## src/rtl/mem_port_arbiter.sv

```systemverilog
`default_nettype none
`timescale 1ns/1ps
// ============================================================================
//  Module   : mem_port_arbiter
//  Purpose  : Two-requester round-robin arbiter and sequencer for a single
//             shared memory port. Requester 0 is instruction fetch and
//             requester 1 is data access. The block picks a winner, freezes
//             its command into the mem_* registers, drives the owner select
//             for the port muxes and runs a req/ack transaction with a
//             timeout. It returns read data and a done or err pulse.
//  Ports    :
//    clk, reset          clock; asynchronous active-low reset
//    req/addr/we/wdata*  per-requester command (held until done/err)
//    gnt0/1              owner indicator, ISSUE through WAIT
//    done0/1, err0/1     one-cycle completion / timeout pulses
//    rdata               last completed read data
//    sel                 owner select for the port muxes (0 = req0)
//    busy                high whenever not IDLE
//    mem_req             one-cycle command strobe
//    mem_addr/we/wdata   registered, frozen command fields
//    mem_ack, mem_rdata  port completion and read data
//  Revision : 1.0  initial release
// ============================================================================
module mem_port_arbiter #(
    parameter int ADDR_W  = 32,
    parameter int DATA_W  = 64,
    parameter int TIMEOUT = 15
) (
    input  logic              clk,
    input  logic              reset,
    input  logic              req0,
    input  logic              req1,
    input  logic [ADDR_W-1:0] addr0,
    input  logic [ADDR_W-1:0] addr1,
    input  logic              we0,
    input  logic              we1,
    input  logic [DATA_W-1:0] wdata0,
    input  logic [DATA_W-1:0] wdata1,
    output logic              gnt0,
    output logic              gnt1,
    output logic              done0,
    output logic              done1,
    output logic              err0,
    output logic              err1,
    output logic [DATA_W-1:0] rdata,
    output logic              sel,
    output logic              busy,
    output logic              mem_req,
    output logic [ADDR_W-1:0] mem_addr,
    output logic              mem_we,
    output logic [DATA_W-1:0] mem_wdata,
    input  logic              mem_ack,
    input  logic [DATA_W-1:0] mem_rdata
);

    typedef enum logic [1:0] {
        S_IDLE  = 2'd0,
        S_ISSUE = 2'd1,
        S_WAIT  = 2'd2
    } state_t;

    // The counter holds the number of WAIT cycles already spent without ack.
    // Aborting when it equals TIMEOUT-1 puts err exactly TIMEOUT+1 cycles
    // after the ISSUE cycle.
    localparam logic [7:0] C_CNT_LAST = 8'(TIMEOUT - 1);

    state_t      r_state;
    state_t      w_state_next;
    logic        r_last_owner;
    logic [7:0]  r_cnt;
    logic        w_grant;
    logic        w_grant_sel;
    logic        w_done;
    logic        w_err;

    // ------------------------------------------------------------------
    // State register
    // ------------------------------------------------------------------
    always_ff @(posedge clk or negedge reset) begin
        if (!reset) begin
            r_state <= S_IDLE;
        end else begin
            r_state <= w_state_next;
        end
    end

    // ------------------------------------------------------------------
    // Next-state and transaction decisions
    // ------------------------------------------------------------------
    always_comb begin
        w_state_next = r_state;
        w_grant      = 1'b0;
        w_grant_sel  = 1'b0;
        w_done       = 1'b0;
        w_err        = 1'b0;
        case (r_state)
            S_IDLE: begin
                if (req0 || req1) begin
                    w_grant      = 1'b1;
                    // Under contention the requester that did not own the
                    // port last wins; otherwise the lone requester wins.
                    w_grant_sel  = (req0 && req1) ? ~r_last_owner : req1;
                    w_state_next = S_ISSUE;
                end
            end
            S_ISSUE: begin
                // An ack in this cycle is deliberately ignored.
                w_state_next = S_WAIT;
            end
            S_WAIT: begin
                if (mem_ack) begin
                    w_done       = 1'b1;
                    w_state_next = S_IDLE;
                end else if (r_cnt == C_CNT_LAST) begin
                    w_err        = 1'b1;
                    w_state_next = S_IDLE;
                end
            end
            default: begin
                w_state_next = S_IDLE;
            end
        endcase
    end

    // ------------------------------------------------------------------
    // Registered outputs, command capture and timeout counter
    // ------------------------------------------------------------------
    always_ff @(posedge clk or negedge reset) begin
        if (!reset) begin
            r_last_owner <= 1'b1;
            r_cnt        <= 8'd0;
            sel          <= 1'b0;
            gnt0         <= 1'b0;
            gnt1         <= 1'b0;
            busy         <= 1'b0;
            done0        <= 1'b0;
            done1        <= 1'b0;
            err0         <= 1'b0;
            err1         <= 1'b0;
            mem_req      <= 1'b0;
            mem_we       <= 1'b0;
            mem_addr     <= '0;
            mem_wdata    <= '0;
            rdata        <= '0;
        end else begin
            mem_req <= w_grant;
            done0   <= w_done & ~sel;
            done1   <= w_done &  sel;
            err0    <= w_err  & ~sel;
            err1    <= w_err  &  sel;

            if (w_grant) begin
                sel       <= w_grant_sel;
                gnt0      <= ~w_grant_sel;
                gnt1      <=  w_grant_sel;
                busy      <= 1'b1;
                mem_addr  <= w_grant_sel ? addr1  : addr0;
                mem_we    <= w_grant_sel ? we1    : we0;
                mem_wdata <= w_grant_sel ? wdata1 : wdata0;
            end

            if (w_done || w_err) begin
                gnt0         <= 1'b0;
                gnt1         <= 1'b0;
                busy         <= 1'b0;
                r_last_owner <= sel;
            end

            // Only a completed read updates rdata.
            if (w_done && !mem_we) begin
                rdata <= mem_rdata;
            end

            if (r_state == S_ISSUE) begin
                r_cnt <= 8'd0;
            end else if (r_state == S_WAIT && !mem_ack) begin
                r_cnt <= r_cnt + 8'd1;
            end
        end
    end

endmodule
`default_nettype wire
```

## config.mk

```make
export PLATFORM = sky130hd
export DESIGN_NAME = mem_port_arbiter
export DESIGN_NICKNAME = d
export VERILOG_FILES = /design/src/rtl/mem_port_arbiter.sv
export SDC_FILE = /design/constraint.sdc
export NUM_CORES = 1
export LEC_CHECK = 0
export CAP_MARGIN = 20
export CORE_AREA = 5 5 167 169
export CTS_CLUSTER_SIZE = 16
export DETAILED_ROUTE_END_ITERATION = 8
export DIE_AREA = 0 0 172 174
export PLACE_DENSITY = 0.69
export SYNTH_ARGS = -nofsm -noshare
export SYNTH_HDL_FRONTEND = slang
export SYNTH_SLANG_ARGS = --single-unit
```

## constraint.sdc

```tcl
create_clock -name clk -period 5.55 [get_ports clk]
set_clock_uncertainty 0.2 [all_clocks]
set_input_delay 1.665 -clock clk [delete_from_list [all_inputs] [get_ports clk]]
set_output_delay 1.665 -clock clk [all_outputs]
set_load 0.02 [all_outputs]
```

==> Word-level counts from Yosys, hierarchy flattened <==
Cells that the tools add are included.
Widths: inputs -> output; s select.
{ "word_totals": {"input_bits": 263, "reg_bits": 181, "out_inout_bits": 170, "word_cells": 65} }
{ "op_classes": {"muxes": 25, "eq_ne": 5, "n_bitwise": 7, "addsub": 1, "reduce_logical": 11} }
{ "op_table": {"columns": ["cell", "n"], "rows": [
  ["$mux 64", 1],
  ["$mux 32", 1],
  ["$mux 1", 17],
  ["$mux 8", 2],
  ["$add 8x1->8 const B", 1],
  ["$eq 8x4->1 const B", 1],
  ["$mux 2", 3],
  ["$pmux 2 s3", 1],
  ["$and 1x1->1", 4],
  ["$reduce_bool 2->1", 2],
  ["$logic_and 1x1->1", 3],
  ["$ne 3x3->1 const B", 1],
  ["$not 1->1", 3],
  ["$eq 2x1->1 const B", 1],
  ["$eq 2x2->1 const B", 1],
  ["$logic_not 1->1", 2],
  ["$logic_not 2->1", 1],
  ["$logic_or 1x1->1", 2],
  ["$ne 2x2->1 const B", 1],
  ["$reduce_and 2->1", 1]
]} }

==> Logic depth before layout (Yosys ltp) <==
Gate-level depths: netlist (run 1).
{ "logic_depth": {"depth_word": 7, "mapped_depth": 7, "depth_no_buf": 5} }

==> Worst setup path before layout (run 1) <==
OpenSTA, ideal clock, no wires.
{ "synth_path": {"kind": "input to register", "start": "input req1", "end": "register mem_addr[10]", "stages": 6, "path_buffers": 3, "setup_ns": 0.104, "slack_ns": 2.597, "t_arrival_ns": 2.649, "required_ns": 5.246, "cell_sequence": "buf_2 nor2_2 buf_2 clkbuf_1 o21ai_1 o311ai_1"} }
{ "synth_between": {"elab_chain_cells": 5, "elab_cells_between_ends": 8, "cone_classes": "mux: 6; reduce/logical: 2"} }
{ "synth_rtl": {"columns": ["element", "line", "rtl"], "rows": [
  ["from (decl)", "32", "input logic req1,"],
  ["$logic_and 1x1->1", "102", "w_grant_sel = (req0 && req1) ? ~r_last_owner : req1;"],
  ["$mux 1", "102", null],
  ["$mux 1", "98", "if (req0 || req1) begin"],
  ["$mux 1", "96", "case (r_state)"],
  ["$mux 32", "157", "mem_addr <= w_grant_sel ? addr1 : addr0;"],
  ["to (signal assigned)", "157", null],
  ["to (decl)", "49", "output logic [ADDR_W-1:0] mem_addr,"]
]} }
Several ways; a longest one is shown, not always the timed one.
A chain may end at the register's enable or synchronous reset.

==> Final worst setup path (run 1) <==
{ "layout_path": {"start": "input req0", "end": "register mem_wdata[28]"} }
{ "layout_between": {"elab_chain_cells": 5, "elab_cells_between_ends": 8, "cone_classes": "mux: 6; reduce/logical: 2"} }
{ "layout_rtl": {"columns": ["element", "line", "rtl"], "rows": [
  ["from (decl)", "31", "input logic req0,"],
  ["$logic_and 1x1->1", "102", null],
  ["$mux 1", "102", null],
  ["$mux 1", "98", null],
  ["$mux 1", "96", null],
  ["$mux 64", "159", "mem_wdata <= w_grant_sel ? wdata1 : wdata0;"],
  ["to (signal assigned)", "159", null],
  ["to (decl)", "51", "output logic [DATA_W-1:0] mem_wdata,"]
]} }
Several ways; a longest one is shown, not always the timed one.

==> results of run 1 <==
## cell type report
class | count | area (µm²)
Fill cell | 2414 | 13100
Sequential cell | 181 | 4530
Timing Repair Buffer | 443 | 4460
Multi-Input combinational cell | 411 | 2980
Clock buffer | 18 | 429
Tap cell | 341 | 427
Inverter | 101 | 379
Clock inverter | 14 | 158
Antenna cell | 1 | 2.50
## cells in the final DEF (no fill, tap or decap), types with 3 or more instances in the layout
cell,Yosys,routed
clkdlybuf4s50_1,0,430
dfrtp_1,180,180
nand3_1,101,101
inv_1,100,100
o311ai_1,97,97
o21ai_0,78,78
mux2_2,43,43
o21ai_1,22,22
mux2_1,21,21
clkbuf_16,0,17
buf_4,7,8
clkinv_4,0,6
inv_8,0,5
buf_12,0,4
nor2_1,3,3
nand2b_1,3,3
nand2_1,3,3
clkinv_8,0,3
## synthesized netlist by cell type, types with 2 or more instances
master    count  area (µm²)
mux2i_1       2        20.0
buf_2        22         110
ha_1          2        25.0
and2_1        2        12.5
dfrtp_1     180        4500
nand2_1       3        11.3
o311ai_0      2        17.5
mux2_2       43         484
or3b_1        2        17.5
nor2_1        3        11.3
nand3_1     101         505
buf_4         7        52.6
o211ai_1      2        15.0
inv_1       100         375
clkbuf_1     44         165
mux2_1       21         236
o311ai_1     97         850
nor4_1        2        12.5
a21oi_1       2        10.0
o21ai_0      78         390
o21ai_1      22         110
nand2b_1      3        18.8
o41ai_1       2        17.5
## report_power, final
part | internal (mW) | leakage, nW | switching (mW)
Combinational | 1.82 | 3.03 | 2.06
Clock | 0.605 | 0.286 | 0.604
Sequential | 1.96 | 2.19 | 0.349
Total | 4.39 | 5.51 | 3.01
## final timing paths
path                                        endpoint                    from
setup / recovery           mem_wdata[28]$_DFFE_PN0P_                    req0
hold / removal                 rdata[24]$_DFFE_PN0P_   rdata[24]$_DFFE_PN0P_
setup reg to reg            mem_addr[21]$_DFFE_PN0P_  r_state[0]$_DFFE_PN0P_
hold reg to reg                rdata[24]$_DFFE_PN0P_   rdata[24]$_DFFE_PN0P_
max in group asynchronous   r_last_owner$_DFFE_PN1P_                   reset
min in group asynchronous   mem_addr[10]$_DFFE_PN0P_                   reset
## flip-flops by register name, indices dropped and copies added (netlist names)
register,cells
err1,1
mem_wdata,64
r_last_owner,1
done0,1
r_cnt,8
sel,1
rdata,64
done1,1
mem_req,1
busy,1
mem_addr,32
gnt1,1
mem_we,1
r_state,2
gnt0,1
err0,1
## layer usage
metal	track usage, %	share of wire, %	vias to the layer above
li1	-	-	3571
met1	23.5	39	3726
met2	32.6	50	351
met3	6.07	9.4	39
met4	5.08	2.0	2
met5	0	0.043	-
## through the flow
stage	std cells	worst slack (ns)	total power [mW]
6_report	1510	1.75	7.40
5_1_grt	1510	1.61	7.85
4_1_cts	1509	1.76	7.51
3_5_place_dp	1477	1.29	6.28
3_3_place_gp	1477	1.33	6.21
2_1_floorplan	767	2.60	4.34
## cell families (layout without fill, tap and decap cells)
| logic type | count (synthesis) | in the layout | share of synthesized area [%] |
|---|---|---|---|
| xor+xnor | 1 | 1 | 0.107 |
| simple gates | 128 | 128 | 8.39 |
| compound gates | 214 | 214 | 18.3 |
| fa+ha+maj | 2 | 2 | 0.305 |
| mux | 66 | 66 | 9.02 |
| buf+inv | 175 | 576 | 8.74 |
| other cells | 0 | 1 | 0 |
| flops | 181 | 181 | 55.2 |
## worst max-delay path: stages
cell             delay, ns
clkdlybuf4s50_1       0.58
a211oi_4              0.28
buf_4                 0.55
buf_4                 0.51
nand3_1               0.15
o311ai_1              0.12
==> results.yml, run 1 <==
sta:
  tightest_slew_ns: 0.974
  fin_crit_sh_pct: 68.5
  setup_viol: 0
  finalSetupTns_ns: 0
  timing.hold.ws_ns: 0.288
  drv_slew: 0
  rsz0062_at_grt: "no"
  relSlewSlack_pct: 34.9
  fmax_mhz: 263
  fin_crit_ns: 3.80
  hold_viol_final: 0
setup_path:
  r2r_slack_ns: 2.96
  worstRegToRegCells: 4
  required_ns: 5.68
  cp-end-kind: "register"
  critPathKind: "primary input to register"
  start_kind: "primary input"
  path_max_fanout: 57
  cp.arrival_ns: 3.93
status:
  outcome: "finished, final reports clean"
placement:
  place.gp.congestion: 0.784
  dp.final_hpwl_mm: 21.4
  io_buffers: 432
  place_area_mm2: 0.0128
clock_network:
  post_cts_buffers: 0
  clock_path_buffers: 2
  cts_tree: "built"
  cts_buffers: 17
  path_clk_slew_ns: 0.08
  clkLatencyLatePin_ns: 0.42
  holdBufCountCts: 0
  clock-sinks: 181
  cts_root_buffer: "clkbuf_16"
  cts-resized-gates: 0
  cts.htree.levels: 4
routing:
  dr.pass1.iters: 5
  antenna_left: 0
  wl_mm: 30.0
  wl_per_cell_um: 19.8
  drc_errors: 0
  vias_per_cell: 5.09
  drt_iter0_drc: 380
  vias: 7689
floorplanning:
  core_area_mm2: 0.0264
  initial_core_util_pct: 31.1
  dieHeight_um: 174
  fp-row-count: 60
  ioPinCount: 433
  dieArea_mm2: 0.0299
  die_x_um: 172
hold_path:
  hold_depth: 1
  hold_path_class: "register to register"
logic_synthesis:
  syn_inst: 767
  async_reset_ff_share_pct: 100
  post_synth.cell_area_avg_um2: 10.7
  ys_seq_elements: 181
  synthFlopType: "dfrtp_1"
  syn_nets: 1032
  ys_types: 48
  synth_edf_count: 0
  yosysSeqAreaShare_pct: 55.2
  syn_area_mm2: 0.00821
  ys_warn_count: 0
global_routing:
  grt_pass1_vias: 7877
  grt_usage_pct: 19.2
  grt_start_max_net_pins: 85
  antenna_found_initial: 2
  gr-total-overflow: 0
  grt_pass1_wl_mm: 45.6
job:
  max-cap-violations: 0
power:
  peakVddDrop_uv: 295
  power_per_cell_area_mw_per_mm2: 554
  p_leak_nw: 5.51
layout:
  utilization_pct: 50.6
  syn_to_final_growth_pct: 62.7
  drive_above_1_share_pct: 8.30
  nets: 1420
  design_area_mm2: 0.0134
Power figures use the tool's default switching activity.
==> run 2, diff against run 1 <==
--- a/config.mk
+++ b/config.mk
@@ -10,7 +10,7 @@
 export CTS_CLUSTER_SIZE = 16
 export DETAILED_ROUTE_END_ITERATION = 8
 export DIE_AREA = 0 0 172 174
-export PLACE_DENSITY = 0.69
+export PLACE_DENSITY = 0.71
 export SYNTH_ARGS = -nofsm -noshare
 export SYNTH_HDL_FRONTEND = slang
 export SYNTH_SLANG_ARGS = --single-unit
==> constraint.sdc (replaced) <==
create_clock -name clk -period 3.2 [get_ports clk]
set_clock_uncertainty 0.2 [all_clocks]
set_input_delay 0.96 -clock clk [delete_from_list [all_inputs] [get_ports clk]]
set_output_delay 0.96 -clock clk [all_outputs]
set_load 0.02 [all_outputs]
==> run 2 against run 1 <==
Against the previous run: critical path depth is 5 lower; global-route usage decreased by 0.13 points; first-iteration DRC count grew 23%; register-to-register slack got worse by 1.7 ns; cell area up 1.3%; final cell count is 0.40% higher; count of clock-buffer cells in the layout unchanged; sequential share of layout area is 0.42 points lower; critical endpoint is now mem_we; setup slack got worse by 1.3 ns; non-clock buffer count increased by 6; highest routed layer is now met4.
==> results.yml, run 2 (synthesis results as in run 1) <==
sta:
  setup_viol: 0
  fmax_mhz: 370
  fin_crit_ns: 2.70
  finalSetupTns_ns: 0
  worst_slack_ns: 0.500
  drv_slew: 0
  rsz0062_at_grt: "no"
  fin_crit_sh_pct: 84.4
  relSlewSlack_pct: 63.7
  hold_viol_final: 0
  tightest_slew_ns: 0.544
setup_path:
  path_cells: "clkdlybuf4s50_1"
  critPathSlowestCell: "clkdlybuf4s50_1"
  critPathKind: "register to output port"
  max_stage_delay_ns: 0.66
  cp.arrival_ns: 1.54
  required_ns: 2.04
  start_kind: "register"
  path_buf_inv: 1
  path_max_fanout: 3
  cp-end-kind: "output port"
  cp_top_family: "buffers and inverters"
placement:
  place.gp.congestion: 0.795
  post-place-cells: 1483
  dp.final_hpwl_mm: 21.0
  place_ws_ns: 0.312
  io_buffers: 432
clock_network:
  clkLatencyLatePin_ns: 0.43
  path_clk_slew_ns: 0.08
  clock-sinks: 181
  cts-resized-gates: 0
  clock_path_buffers: 2
  cts_tree: "built"
  cts.htree.levels: 4
  post_cts_buffers: 0
  cts_buffers: 17
  cts_root_buffer: "clkbuf_16"
  holdBufCountCts: 0
layout:
  multiInputGateArea_mm2: 0.00298
  final_cell_mix: "430 x clkdlybuf4s50_1, 180 x dfrtp_1, 101 x nand3_1, 100 x inv_1, 97 x o311ai_1"
  utilization_pct: 51.2
  nets: 1426
  layout_commonest_cell: "clkdlybuf4s50_1"
  syn_to_final_growth_pct: 64.7
  reg_top3: "mem_wdata (64), rdata (64), mem_addr (32)"
  fillers: 2378
  drive_above_1_share_pct: 8.86
  final_cell_count_no_fill: 1516
  seqCellArea_mm2: 0.00453
power:
  peakVddDrop_uv: 522
  p_sw_share_pct: 40.5
  p_sw_mw: 5.28
  p_int_mw: 7.75
  pwr-share-comb_pct: 52.4
  p_leak_nw: 5.58
  share_seq_of_total_power_pct: 30.9
  power_per_cell_area_mw_per_mm2: 963
  clkPwrFrac_pct: 16.6
status:
  outcome: "finished, final reports clean"
global_routing:
  grt_pass1_vias: 7891
  grt_start_max_net_pins: 72
  gr-total-overflow: 0
  grt_pass1_wl_mm: 45.3
  grt_usage_pct: 19.1
  antenna_found_initial: 1
routing:
  wl_mm: 29.6
  drt_iter0_drc: 468
  wl_per_cell_um: 19.5
  antenna_left: 0
  dr.pass1.iters: 4
  vias_per_cell: 5.10
  drc_errors: 0
  vias: 7738
floorplanning:
  ioPinCount: 433
  core_area_mm2: 0.0264
  die_x_um: 172
  dieArea_mm2: 0.0299
  initial_core_util_pct: 31.1
  dieHeight_um: 174
  fp-row-count: 60
hold_path:
  hold_path_class: "primary input to async pin"
job:
  max-cap-violations: 0
run 2: changes by cell type in the layout (fill, tap and decap cells not counted), sizes merged:
cell / previous run / this run
buf: 12 / 18
run 2: path summary, 6_finish.rpt:
kind	startpoint	end	slack, ns	depth (start not counted)
min	reset	mem_addr[16]$_DFFE_PN0P_	0.24	1
max in group asynchronous	reset	mem_addr[3]$_DFFE_PN0P_	1.80	2
min in group clk	r_cnt[7]$_DFFE_PN0P_	r_cnt[7]$_DFFE_PN0P_	0.29	1
max	mem_we$_DFFE_PN0P_	mem_we	0.50	1
max reg2reg	r_state[0]$_DFFE_PN0P_	mem_wdata[51]$_DFFE_PN0P_	1.23	5
min reg2reg	r_cnt[7]$_DFFE_PN0P_	r_cnt[7]$_DFFE_PN0P_	0.29	1
run 2: per-layer routing:
layer | share of wire [%] | vias up | global-route usage (%)
met5 | 0 | - | 0
met1 | 39 | 3765 | 23.4
met2 | 48 | 351 | 31.3
met4 | 2.7 | 0 | 6.13
met3 | 10 | 44 | 6.69
li1 | - | 3578 | -
run 2: layout make-up:
| type | count | area share (%) |
|---|---|---|
| Sequential cell | 181 | 33.5 |
| Timing Repair Buffer | 449 | 33.9 |
| Tap cell | 341 | 3.15 |
| Clock buffer | 18 | 3.25 |
| Clock inverter | 14 | 1.35 |
| Multi-Input combinational cell | 411 | 22.0 |
| Antenna cell | 1 | 0.0185 |
| Inverter | 101 | 2.80 |
run 2: power by group through the flow:
stage          Combinational, mW  Clock (mW)  Sequential [mW]
2_1_floorplan               2.23           0             5.29
3_3_place_gp                6.83           0             4.04
3_5_place_dp                6.91           0             4.07
4_1_cts                     6.92        2.24             4.04
5_1_grt                     7.30        2.34             4.18
6_report                    6.83        2.17             4.03
run 2: stage by stage:
step           hold WS, ns  total power [mW]  instance area (µm²)
6_report             0.240              13.0                13500
3_5_place_dp         0.276              11.0                12900
5_1_grt              0.247              13.8                13500
2_1_floorplan        0.240              7.52                 8210
4_1_cts              0.243              13.2                13500
3_3_place_gp         0.261              10.9                12900
==> run 3, diff against run 2 <==
--- a/config.mk
+++ b/config.mk
@@ -6,10 +6,10 @@
 export NUM_CORES = 1
 export LEC_CHECK = 0
 export CAP_MARGIN = 20
-export CORE_AREA = 5 5 167 169
+export CORE_AREA = 5 5 163 165
 export CTS_CLUSTER_SIZE = 16
 export DETAILED_ROUTE_END_ITERATION = 8
-export DIE_AREA = 0 0 172 174
+export DIE_AREA = 0 0 168 170
 export PLACE_DENSITY = 0.71
 export SYNTH_ARGS = -nofsm -noshare
 export SYNTH_HDL_FRONTEND = slang
==> constraint.sdc (replaced) <==
create_clock -name clk -period 2.6 [get_ports clk]
set_clock_uncertainty 0.2 [all_clocks]
set_input_delay 0.78 -clock clk [delete_from_list [all_inputs] [get_ports clk]]
set_output_delay 0.78 -clock clk [all_outputs]
set_load 0.02 [all_outputs]
==> run 3 against run 2 <==
Against the previous run: cell area grew 1.2%; final cell count is 0.59% higher; non-clock buffer count up 21; clock power rose by 23%; first-iteration DRC count increased by 2.1%; setup slack got worse by 0.39 ns; count of clock-buffer cells in the layout shrank 1.
==> results.yml, run 3 (synthesis results as in run 1) <==
status:
  outcome: "finished, final reports clean"
power:
  p_sw_mw: 6.50
  clkPwrFrac_pct: 16.4
  pwr-share-comb_pct: 53.2
  p_int_mw: 9.76
  power_per_cell_area_mw_per_mm2: 1190
  p_sw_share_pct: 40.0
  finalPower_mw: 16.3
  p_leak_nw: 5.69
  share_seq_of_total_power_pct: 30.4
  peakVddDrop_uv: 617
layout:
  antennaDiodeCount: 0
  final_cell_mix: "430 x clkdlybuf4s50_1, 180 x dfrtp_1, 101 x nand3_1, 100 x inv_1, 97 x o311ai_1"
  drive_above_1_share_pct: 10.5
  fillers: 2185
  reg_top3: "mem_wdata (64), rdata (64), mem_addr (32)"
  layout_commonest_cell: "clkdlybuf4s50_1"
  utilization_pct: 55.0
  multiInputGateArea_mm2: 0.00298
  nets: 1447
  syn_to_final_growth_pct: 66.7
  seqCellArea_mm2: 0.00453
routing:
  drc_errors: 0
  antenna_left: 0
  vias: 7740
  wl_mm: 29.6
  vias_per_cell: 5.08
  wl_per_cell_um: 19.4
  dr.pass1.iters: 5
  drt_iter0_drc: 478
global_routing:
  gr-total-overflow: 0
  grt_start_max_net_pins: 58
  grt_usage_pct: 19.9
  grt_pass1_vias: 7994
  antenna_found_initial: 1
  grt_pass1_wl_mm: 45.5
setup_path:
  critPathKind: "register to output port"
  r2r_slack_ns: 0.50
  worstSetupStartpoint: "mem_we$_DFFE_PN0P_"
  start_kind: "register"
  critPathSlowestCell: "clkdlybuf4s50_1"
  path_cells: "clkdlybuf4s50_1"
  r2r_end: "mem_wdata[58]$_DFFE_PN0P_"
  path_max_fanout: 2
  worstRegToRegCells: 4
  path_buf_inv: 1
  cp.arrival_ns: 1.51
  cp_top_family: "buffers and inverters"
  max_stage_delay_ns: 0.65
  cp-end-kind: "output port"
  timing.rr.start: "r_state[0]$_DFFE_PN0P_"
  required_ns: 1.62
clock_network:
  post_cts_buffers: 0
  clock_path_buffers: 2
  cts_tree: "built"
  holdBufCountCts: 0
  path_clk_slew_ns: 0.08
  cts_root_buffer: "clkbuf_16"
  cts_buffers: 17
  cts.htree.levels: 4
  cts-resized-gates: 0
  clkLatencyLatePin_ns: 0.42
  clock-sinks: 181
floorplanning:
  core_area_mm2: 0.0249
  dieHeight_um: 170
  ioPinCount: 433
  initial_core_util_pct: 33.0
  dieArea_mm2: 0.0286
  fp-row-count: 58
  die_x_um: 168
placement:
  place.gp.congestion: 0.835
  dp.final_hpwl_mm: 22.0
  io_buffers: 432
sta:
  rsz0062_at_grt: "no"
  setup_viol: 0
  finalSetupTns_ns: 0
  relSlewSlack_pct: 60.0
  fin_crit_ns: 2.49
  fmax_mhz: 402
  fin_crit_sh_pct: 95.7
  tightest_slew_ns: 0.599
  drv_slew: 0
  hold_viol_final: 0
  timing.hold.ws_ns: 0.0878
job:
  max-cap-violations: 0
hold_path:
  hold_path_class: "primary input to async pin"
[run 3: changes by cell type in the layout (fill, tap and decap cells not counted)]
cell and delta:
clkinv_2 +1, buf_4 +18, diode_2 -1, buf_12 +3, clkbuf_8 -2, clkinvlp_4 +2
inv_8 +6, buf_6 +1, bufinv_16 +1, inv_6 -4, clkinv_8 -5
[run 3: worst max-delay path by stage]
stage	cells past startpoint	to	slack (ns)
final	1	mem_we	0.11
after global routing	1	mem_addr[3]	0.08
after CTS	1	mem_addr[3]	0.09
after detailed placement	5	rdata[5]$_DFFE_PN0P_	0.003
after global placement	5	rdata[2]$_DFFE_PN0P_	0.05
after floorplan	6	mem_addr[10]$_DFFE_PN0P_	0.53
[run 3: per-layer routing]
layer  part of all wire [%]  vias to the layer above  track usage, %
li1                       -                     3625               -
met1                     41                     3728            25.2
met2                     49                      343            33.1
met3                    7.7                       42            5.92
met4                    2.6                        2            5.82
met5                  0.044                        -               0
[run 3: cell type report]
type,count,share of cell area [%]
clock buffers,17,3.11
clock inverters,15,1.34
well taps,330,3.02
repair buffers,470,34.9
flip-flops and latches,181,33.1
multi-input cells,411,21.8
inverters,101,2.77
[run 3: power by group through the flow]
stage / logic (mW) / registers, mW / clock network, mW
finish: 8.64 / 4.95 / 2.67
global route: 9.19 / 5.13 / 2.85
CTS: 8.74 / 4.96 / 2.75
detailed placement: 8.72 / 4.99 / 0
global placement: 8.61 / 4.95 / 0
floorplan: 2.75 / 6.51 / 0
[run 3: metrics by stage]
stage	setup WS, ns	area (µm²)	cells
2_1_floorplan	0.532	8210	767
6_report	0.112	13700	1525
4_1_cts	0.0900	13700	1525
3_5_place_dp	0.00338	13100	1493
3_3_place_gp	0.0539	13100	1493
5_1_grt	0.0806	13700	1525
